<file path="src/rtl/count_ctrl.sv">
// Run/direction sequencer for the up/down display counter: turns run, direction and clear
// buttons into counter enable/direction/clear. Optional auto-reverse at limits: COUNT_CTRL_BOUNCE_EN.
module count_ctrl #(
  parameter int unsigned WIDTH   = 4,
  parameter int unsigned CNT_MAX = 15
) (
  input  logic             Clk,
  input  logic             Rst,
  input  logic             Tick,
  input  logic             BtnRun,
  input  logic             BtnDir,
  input  logic             BtnClr,
  input  logic [WIDTH-1:0] CntVal,
  output logic             CntEn,
  output logic             CntUp,
  output logic             CntClr,
  output logic [1:0]       State,
  output logic             AtLimit
);

  typedef enum logic [1:0] {
    ST_IDLE   = 2'b00,
    ST_RUN_UP = 2'b01,
    ST_RUN_DN = 2'b10,
    ST_HOLD   = 2'b11
  } state_t;

  state_t     r_state;
  logic       r_dir;
  logic       r_clr;
  logic [1:0] r_run_sync;
  logic [1:0] r_dir_sync;
  logic [1:0] r_clr_sync;
  logic       r_run_prev;
  logic       r_dir_prev;
  logic       r_clr_prev;

  logic       w_run_p;
  logic       w_dir_p;
  logic       w_clr_p;
  logic       w_running;
  logic       w_at_limit;

  // One-cycle press pulses from the synchronised button levels
  assign w_run_p = r_run_sync[1] & ~r_run_prev;
  assign w_dir_p = r_dir_sync[1] & ~r_dir_prev;
  assign w_clr_p = r_clr_sync[1] & ~r_clr_prev;

  assign w_running  = (r_state == ST_RUN_UP) || (r_state == ST_RUN_DN);
  assign w_at_limit = ((r_state == ST_RUN_UP) && (CntVal == WIDTH'(CNT_MAX))) ||
                      ((r_state == ST_RUN_DN) && (CntVal == '0));

  assign AtLimit = w_at_limit;
  assign CntEn   = Tick & w_running & ~w_at_limit & ~w_clr_p;
  assign CntUp   = (r_state == ST_RUN_UP) ? 1'b1 :
                   (r_state == ST_RUN_DN) ? 1'b0 : r_dir;
  assign CntClr  = r_clr;
  assign State   = r_state;

  always_ff @(posedge Clk) begin
    if (Rst) begin
      r_state    <= ST_IDLE;
      r_dir      <= 1'b1;
      r_clr      <= 1'b0;
      r_run_sync <= 2'b00;
      r_dir_sync <= 2'b00;
      r_clr_sync <= 2'b00;
      r_run_prev <= 1'b0;
      r_dir_prev <= 1'b0;
      r_clr_prev <= 1'b0;
    end else begin
      r_run_sync <= {r_run_sync[0], BtnRun};
      r_dir_sync <= {r_dir_sync[0], BtnDir};
      r_clr_sync <= {r_clr_sync[0], BtnClr};
      r_run_prev <= r_run_sync[1];
      r_dir_prev <= r_dir_sync[1];
      r_clr_prev <= r_clr_sync[1];
      r_clr      <= 1'b0;

      // Priority: clear, run/pause, direction, then limit handling on a tick
      if (w_clr_p) begin
        r_state <= ST_IDLE;
        r_clr   <= 1'b1;
      end else if (w_run_p) begin
        case (r_state)
          ST_IDLE, ST_HOLD: r_state <= r_dir ? ST_RUN_UP : ST_RUN_DN;
          default:          r_state <= ST_HOLD;
        endcase
      end else if (w_dir_p) begin
        r_dir <= ~r_dir;
        case (r_state)
          ST_RUN_UP: r_state <= ST_RUN_DN;
          ST_RUN_DN: r_state <= ST_RUN_UP;
          default:   r_state <= r_state;
        endcase
      end else if (Tick && w_at_limit) begin
`ifdef COUNT_CTRL_BOUNCE_EN
        r_dir   <= ~r_dir;
        r_state <= (r_state == ST_RUN_UP) ? ST_RUN_DN : ST_RUN_UP;
`else
        r_state <= ST_HOLD;
`endif
      end
    end
  end

endmodule
</file>
<file path="config.mk">
export PLATFORM = sky130hd
export DESIGN_NAME = count_ctrl
export DESIGN_NICKNAME = d
export VERILOG_FILES = /design/src/rtl/count_ctrl.sv
export SDC_FILE = /design/constraint.sdc
export NUM_CORES = 1
export LEC_CHECK = 0
export BUFFER_PORTS_ARGS = -buffer_cell sky130_fd_sc_hd__buf_2
export CAP_MARGIN = 15
export CORE_AREA = 2 2 39 41
export DETAILED_ROUTE_END_ITERATION = 8
export DIE_AREA = 0 0 41 43
export GPL_ROUTABILITY_DRIVEN = 0
export GPL_TIMING_DRIVEN = 0
export PLACE_DENSITY = 0.65
export SLEW_MARGIN = 30
export SYNTH_ARGS = -nofsm -noshare
export SYNTH_HDL_FRONTEND = slang
export SYNTH_SLANG_ARGS = --single-unit
export TNS_END_PERCENT = 100
</file>
<file path="constraint.sdc">
create_clock -name Clk -period 3.2 [get_ports Clk]
set_clock_uncertainty 0.2 [all_clocks]
set_input_delay 0.96 -clock Clk [delete_from_list [all_inputs] [get_ports Clk]]
set_output_delay 0.96 -clock Clk [all_outputs]
set_load 0.005 [all_outputs]
</file>
==> out/results.md, run 1 <==
| Group | Item | This run |
| --- | --- | --- |
| global route | Antenna violations before repair | 0 |
| synth | Mapped Avg Cell Area | 10.4 µm² |
| pwr | Internal power summed over all cells | 235 µW |
| critical path | Arrival @ worst endpoint | 1.97 ns |
| synth | Share of synthesized area occupied by flip-flops and latches | 48.3% |
| drt | Pre-Repair DR Iteration Count | 2 |
| layout | Net total in the final layout | 84 |
| critical path | Cell chain of the critical path | buf_2 > or4_4 > o22ai_4 > nor4b_1 > buf_2 |
| layout | Layout cells sized above 1 | 31.0% |
| critical path | Worst stage delay on the critical path | 0.54 ns |
| layout | # diodes | 0 |
| pwr | Proportion of total power due to net switching | 23.9% |
| sta | Top achievable clock speed | 0.320 GHz |
| critical path | Kind of critical path | primary input to primary output |
| clocking | Number of levels the H-tree was split into | 1 |
| critical path | Worst R2R Path Depth | 6 |
| status | Run status | complete, no violations |
| global route | Aggregate global routing overflow | 0 |
| critical path | Startpoint of the worst setup timing path | CntVal[1] |
| die | Core Footprint | 1380 µm² |
| drt | Routed via count divided by cell count | 4.89 |
| critical path | Crit path top cell by count | sky130_fd_sc_hd__buf_2 |
| clocking | Inserted Clock Buffers | 3 |
| sta | Unrepaired setup endpoints after global routing | false |
| synth | Distinct cell type count after synthesis | 20 |
| pwr | Clk pwr share | 31.9% |
| critical path | Required time at the endpoint of the critical path | 2.04 ns |
| critical path | Endpoint of the worst setup timing path | CntEn |
| pwr | Share of total power in sequential cells | 56.0% |
| synth | Synth warn | 0 |
| layout | Layout Cells excl Fill | 87 |
| critical path | Reg-to-reg critical path endpoint | State[0] |
| layout | Top library cells by usage in the layout, fill and taps aside | sky130_fd_sc_hd__buf_2 (15), sky130_fd_sc_hd__dfxtp_1 (13), sky130_fd_sc_hd__nor2b_1 (12), sky130_fd_sc_hd__inv_1 (4), sky130_fd_sc_hd__clkbuf_4 (3) |
| critical path | Setup slack on the worst flop-to-flop path | 1.53 ns |
| pwr | Leak pwr | 0.284 nW |
| sta | Transition at the pin with the smallest max-transition slack | 0.407 ns |
| clocking | Gates resized, CTS repair | 0 |
| global route | Pin count of the biggest net entering global routing | 11 |
| placed design | Post-Place Cell Area | 634 µm² |
| global route | Total Routing Usage GR | 12.1% |
| pwr | Combinational fraction of design power | 12.0% |
| pwr | Power spent charging and discharging nets | 73.5 µW |
| critical path | Startpoint of the most critical register-to-register path | State[0] |
| synth | Largest area contributor in the netlist | sky130_fd_sc_hd__dfxtp_1 |
| clocking | Clock tree from TritonCTS | done |
| sta | Final period util | 97.7% |
| sta | Setup TNS Final | 0 ns |
| job | Number of max-capacitance violations reported | 0 |
| clocking | Clock Sinks | 13 |
| layout | Final core occ | 47.8% |
| die | Die Outline Area | 1760 µm² |
| clocking | Hold bufs inserted after CTS | 0 |
| drt | Drt wl/cell | 9.56 µm |
| sta | Final Hold Fails | 0 |
| die | Top-Level Pins | 16 |
| placed design | IO buf count | 15 |
| critical path | CP max FO | 3 |
| layout | Fill cell instance count of the final layout | 141 |
| worst hold path | Class of the most critical hold timing path | register to register |
| critical path | Kind of start point of the critical path | primary input |
| layout | Leading cell type in the layout, fill and taps excluded | sky130_fd_sc_hd__buf_2 |
| die | Die W | 41 µm |
| layout | Post-layout instance area | 662 µm² |
| drt | Number of antenna-violating nets in the routed design | 0 |
| global route | Via count of the first global-routing pass | 404 |
| placed design | Placed cell count | 83 |
| sta | Max-slew headroom | 72.9% |
| sta | Final critical delay including setup and external delays | 3.13 ns |
| sta | Slew Limit Fails | 0 |
| drt | Number of remaining DRC errors | 0 |
| synth | Top cells by area in the synthesized netlist | sky130_fd_sc_hd__dfxtp_1 (48%), sky130_fd_sc_hd__nor2b_1 (14%), sky130_fd_sc_hd__ha_1 (4.6%), sky130_fd_sc_hd__mux2i_1 (3.7%), sky130_fd_sc_hd__o22ai_4 (3.7%) |
| global route | First-pass GRT wire length | 1.37 mm |
| critical path | Worst Setup End Kind | primary output |
| synth | Fraction of post-synthesis cell area in the top cell type by area | 48.3% |
| pwr | Pwr per Cell Area | 465 nW/µm² |
| critical path | Cell type of the slowest stage on the worst timing path | sky130_fd_sc_hd__or4_4 |
| clocking | Clock insertion delay at the later pin of the skew report | 0.27 ns |
| die | Initial cell density of the core | 39.0% |
| sta | Smallest hold slack | 0.218 ns |
| clocking | Clock Tree Buf Depth | 2 |
| die | Row cnt | 14 |
| drt | Count of routing violations after the opening detailed-route iteration | 2 |
| clocking | Count of buffers added by post-CTS timing repair for setup | 0 |
| clocking | Register clock-pin slew on the reported worst setup and hold paths | 0.08 ns |
| synth | Number of nets produced by synthesis | 64 |
| placed design | Detail Placement HPWL | 658 µm |
| drt | Count of vias placed by the detailed router | 425 |
| drt | DRT Wirelength | 832 µm |
| layout | Layout area overhead | 22.7% |
| synth | Number of storage elements in the synthesis netlist | 13 |
| die | Chip height | 43 µm |
| synth | Number of instances in the synthesized netlist | 52 |
| synth | Area of the mapped netlist | 539 µm² |
| sta | Endpoints failing setup | 0 |
| clocking | Root buffer selected by CTS | sky130_fd_sc_hd__clkbuf_4 |
| pwr | Peak VDD IR | 0.241 mV |
==> power by group through the flow <==
stage               registers [mW]  logic (mW)  clock network (mW)
CTS                          0.173      0.0378               0.103
finish                       0.173      0.0371              0.0983
floorplan                    0.176      0.0237                   0
detailed placement           0.177      0.0376                   0
global route                 0.174      0.0427               0.111
global placement             0.176      0.0370                   0
==> metal layers <==
metal	wire length [µm]	global-route usage (%)	share of wire [%]
met5	0	0	0
met3	71	3.14	8.5
met2	399	19.4	48
met4	17	12.0	2.0
met1	344	11.1	41
==> synthesized netlist by cell type <==
cell type / count
sky130_fd_sc_hd__ha_1: 2
sky130_fd_sc_hd__clkbuf_1: 1
sky130_fd_sc_hd__nor4b_1: 1
sky130_fd_sc_hd__a21o_1: 1
sky130_fd_sc_hd__nand3b_1: 1
sky130_fd_sc_hd__o311ai_0: 2
sky130_fd_sc_hd__dfxtp_1: 13
sky130_fd_sc_hd__nor3_1: 1
sky130_fd_sc_hd__nand2_1: 2
sky130_fd_sc_hd__nand2b_1: 2
sky130_fd_sc_hd__mux2i_1: 2
sky130_fd_sc_hd__nor2b_1: 12
sky130_fd_sc_hd__or4_4: 1
sky130_fd_sc_hd__nand3_1: 1
sky130_fd_sc_hd__a311oi_2: 1
sky130_fd_sc_hd__inv_1: 4
sky130_fd_sc_hd__nand4_1: 1
sky130_fd_sc_hd__xnor2_1: 1
sky130_fd_sc_hd__o22ai_4: 1
sky130_fd_sc_hd__nor2_1: 2
==> how the worst min path moves through the flow <==
| stage | endpoint | from | cells after the start | slack, ns |
|---|---|---|---|---|
| CTS | CntClr | r_clr_prev | 1 | 0.22 |
| finish | CntClr | r_clr_prev | 1 | 0.22 |
| floorplan | CntClr | r_clr_prev | 1 | 0.19 |
| global route | r_dir_sync[1] | r_dir_sync[0] | 1 | 0.26 |
| global placement | CntClr | r_clr_prev | 1 | 0.20 |
| detailed placement | CntClr | r_clr_prev | 1 | 0.21 |
==> kinds of logic (layout without fill, tap and decap cells) <==
| family | count (synthesis) | in the layout | synth area share (%) |
|---|---|---|---|
| simple gates | 24 | 24 | 27.1 |
| xor+xnor | 1 | 1 | 1.62 |
| mux | 2 | 2 | 3.71 |
| buf+inv | 5 | 24 | 3.48 |
| compound gates | 5 | 5 | 11.1 |
| flops | 13 | 13 | 48.3 |
| fa+ha+maj | 2 | 2 | 4.64 |
==> cell type report <==
type                    instances  area [µm²]  area share (%)
flip-flops and latches         13         260            39.3
repair buffers                 15        75.1            11.3
inverters                       4        15.0            2.27
plain buffers                   1        3.75           0.567
multi-input cells              34         260            39.3
clock buffers                   3        22.5            3.40
well taps                      16        20.0            3.02
clock inverters                 1        5.00           0.756
==> through the flow <==
stage               setup WS [ns]  total power [mW]
global route               0.0139             0.328
floorplan                   0.303             0.200
CTS                        0.0625             0.314
detailed placement         0.0672             0.214
global placement           0.0640             0.213
finish                     0.0729             0.308
==> critical path, delay by kind of cell <==
| family | cells | cell delay [ns] |
|---|---|---|
| AND/OR/NAND/NOR | 2 | 0.61 |
| buffers and inverters | 2 | 0.23 |
| AO/OA/AOI/OAI | 1 | 0.16 |
==> registers in the layout, indices dropped and copies added (netlist names) <==
signal,count
State,2
r_dir_prev,1
r_clr_prev,1
CntClr,1
r_run_prev,1
r_clr_sync,2
r_dir,1
r_run_sync,2
r_dir_sync,2
(Power assumes the default switching activity.)
==> run 2: changes to the inputs <==
--- a/config.mk
+++ b/config.mk
@@ -8,6 +8,7 @@
 export BUFFER_PORTS_ARGS = -buffer_cell sky130_fd_sc_hd__buf_2
 export CAP_MARGIN = 15
 export CORE_AREA = 2 2 39 41
+export CTS_BUF_LIST = sky130_fd_sc_hd__clkbuf_2
 export DETAILED_ROUTE_END_ITERATION = 8
 export DIE_AREA = 0 0 41 43
 export GPL_ROUTABILITY_DRIVEN = 0
==> out/results.md, run 2 (synthesis results as in run 1) <==
| Group | Item | This run | Delta |
| --- | --- | --- | --- |
| critical path | Startpoint of the most critical register-to-register path | State[0] |  |
| layout | Net total in the final layout | 84 | unchanged |
| die | Die Outline Area | 1760 µm² | unchanged |
| die | Core Footprint | 1380 µm² | unchanged |
| layout | Leading cell type in the layout, fill and taps excluded | sky130_fd_sc_hd__buf_2 |  |
| critical path | Worst Setup End Kind | primary output |  |
| clocking | Number of levels the H-tree was split into | 1 | unchanged |
| global route | Pin count of the biggest net entering global routing | 11 | unchanged |
| clocking | Register clock-pin slew on the reported worst setup and hold paths | 0.13 ns | +0.05 ns |
| global route | Via count of the first global-routing pass | 404 | unchanged |
| global route | Antenna violations before repair | 0 | unchanged |
| sta | Final period util | 97.7% | about the same |
| drt | Count of vias placed by the detailed router | 424 | -0.24% |
| clocking | Clock Sinks | 13 | unchanged |
| critical path | Arrival @ worst endpoint | 1.97 ns | about the same |
| worst hold path | Class of the most critical hold timing path | register to register |  |
| clocking | Root buffer selected by CTS | sky130_fd_sc_hd__clkbuf_2 |  |
| sta | Setup TNS Final | 0 ns | unchanged |
| clocking | Clock insertion delay at the later pin of the skew report | 0.26 ns | about the same |
| clocking | Clock tree from TritonCTS | done |  |
| die | Chip height | 43 µm | unchanged |
| drt | Routed via count divided by cell count | 4.87 | -0.24% |
| sta | Transition at the pin with the smallest max-transition slack | 0.391 ns | -0.0164 ns |
| critical path | Kind of start point of the critical path | primary input |  |
| layout | # diodes | 0 | unchanged |
| job | Number of max-capacitance violations reported | 0 | unchanged |
| drt | Pre-Repair DR Iteration Count | 2 | unchanged |
| critical path | Required time at the endpoint of the critical path | 2.04 ns | about the same |
| worst hold path | Worst-case hold path end point | CntClr |  |
| sta | PnR worst setup slack | 0.0729 ns | -0.0000151 ns |
| critical path | Kind of critical path | primary input to primary output |  |
| sta | Final critical delay including setup and external delays | 3.13 ns | +0.0000151 ns |
| sta | Final Hold Fails | 0 | unchanged |
| drt | Number of remaining DRC errors | 0 | unchanged |
| die | Row cnt | 14 | unchanged |
| drt | DRT Wirelength | 821 µm | -1.3% |
| sta | Top achievable clock speed | 0.320 GHz | about the same |
| pwr | Peak VDD IR | 0.219 mV | -8.8% |
| clocking | Gates resized, CTS repair | 0 | unchanged |
| die | Die W | 41 µm | unchanged |
| placed design | Worst Setup Slack post-DPL | 0.0672 ns | unchanged |
| sta | Max-slew headroom | 73.9% | +1.0 points |
| clocking | Clock Tree Buf Depth | 2 | unchanged |
| sta | Endpoints failing setup | 0 | unchanged |
| placed design | Detail Placement HPWL | 658 µm | unchanged |
| critical path | Worst R2R Path Depth | 6 | unchanged |
| critical path | Setup slack on the worst flop-to-flop path | 1.52 ns | about the same |
| layout | Top library cells by usage in the layout, fill and taps aside | sky130_fd_sc_hd__buf_2 (15), sky130_fd_sc_hd__dfxtp_1 (13), sky130_fd_sc_hd__nor2b_1 (12), sky130_fd_sc_hd__inv_1 (4), sky130_fd_sc_hd__clkbuf_2 (3) |  |
| global route | First-pass GRT wire length | 1.37 mm | unchanged |
| drt | Count of routing violations after the opening detailed-route iteration | 2 | unchanged |
| critical path | CP max FO | 3 | unchanged |
| drt | Number of antenna-violating nets in the routed design | 0 | unchanged |
| pwr | Pwr per Cell Area | 444 nW/µm² | -4.6% |
| drt | Drt wl/cell | 9.44 µm | -1.3% |
| layout | Layout area overhead | 21.3% |  |
| worst hold path | Hold path cells | 1 | unchanged |
| sta | Unrepaired setup endpoints after global routing | false |  |
| critical path | Reg-to-reg critical path endpoint | State[0] |  |
| global route | Aggregate global routing overflow | 0 | unchanged |
| placed design | IO buf count | 15 | unchanged |
| worst hold path | Hold path startpoint | r_clr_prev |  |
| status | Run status | complete, no violations |  |
| pwr | Leak pwr | 0.283 nW | -0.47% |
| clocking | Hold bufs inserted after CTS | 0 | unchanged |
| global route | Total Routing Usage GR | 12.1% | unchanged |
| clocking | Inserted Clock Buffers | 3 | unchanged |
| die | Top-Level Pins | 16 | unchanged |
| clocking | Count of buffers added by post-CTS timing repair for setup | 0 | unchanged |
| layout | Layout cells sized above 1 | 31.0% | unchanged |
| die | Initial cell density of the core | 39.0% | unchanged |
| sta | Slew Limit Fails | 0 | unchanged |
run 2: how the worst max path moves through the flow:
stage,start,to,slack (ns),cells past startpoint
floorplan,CntVal[1],CntEn,0.30,3
global placement,CntVal[1],CntEn,0.06,5
detailed placement,CntVal[1],CntEn,0.07,5
CTS,CntVal[1],CntEn,0.06,5
global route,CntVal[1],CntEn,0.01,5
finish,CntVal[1],CntEn,0.07,5
run 2: metrics by stage:
step           hold WS [ns]  power, mW  utilization [%]  instances  instance area [µm²]
3_3_place_gp          0.202      0.213             45.8         83                  634
6_report              0.226      0.291             47.3         87                  654
3_5_place_dp          0.211      0.214             45.8         83                  634
2_1_floorplan         0.192      0.200                -         52                  539
5_1_grt               0.262      0.309             47.3         87                  654
4_1_cts               0.230      0.295             47.3         87                  654
run 2: report_power, final:
part	internal [mW]	switching, mW	leakage [nW]	total [mW]
registers	0.169	0.00372	0.107	0.173
logic	0.0194	0.0176	0.160	0.0370
clock network	0.0283	0.0525	0.0164	0.0808
total	0.217	0.0739	0.283	0.291
run 2: per-layer routing:
layer | part of all wire, % | GRT usage [%]
met1 | 41 | 11.1
met2 | 48 | 19.4
met3 | 8.5 | 3.14
met4 | 1.8 | 12.0
met5 | 0 | 0
run 2: final cells by class:
| class | count | area [µm²] |
|---|---|---|
| fillers | 141 | 729 |
| flip-flops and latches | 13 | 260 |
| multi-input cells | 34 | 260 |
| repair buffers | 15 | 75.1 |
| well taps | 16 | 20.0 |
| clock buffers | 3 | 15.0 |
| inverters | 4 | 15.0 |
| clock inverters | 1 | 5.00 |
| plain buffers | 1 | 3.75 |
run 2: worst max-delay path, stage by stage:
cell and delay (ns):
sky130_fd_sc_hd__buf_2 0.10, sky130_fd_sc_hd__or4_4 0.54, sky130_fd_sc_hd__o22ai_4 0.16, sky130_fd_sc_hd__nor4b_1 0.07, sky130_fd_sc_hd__buf_2 0.13
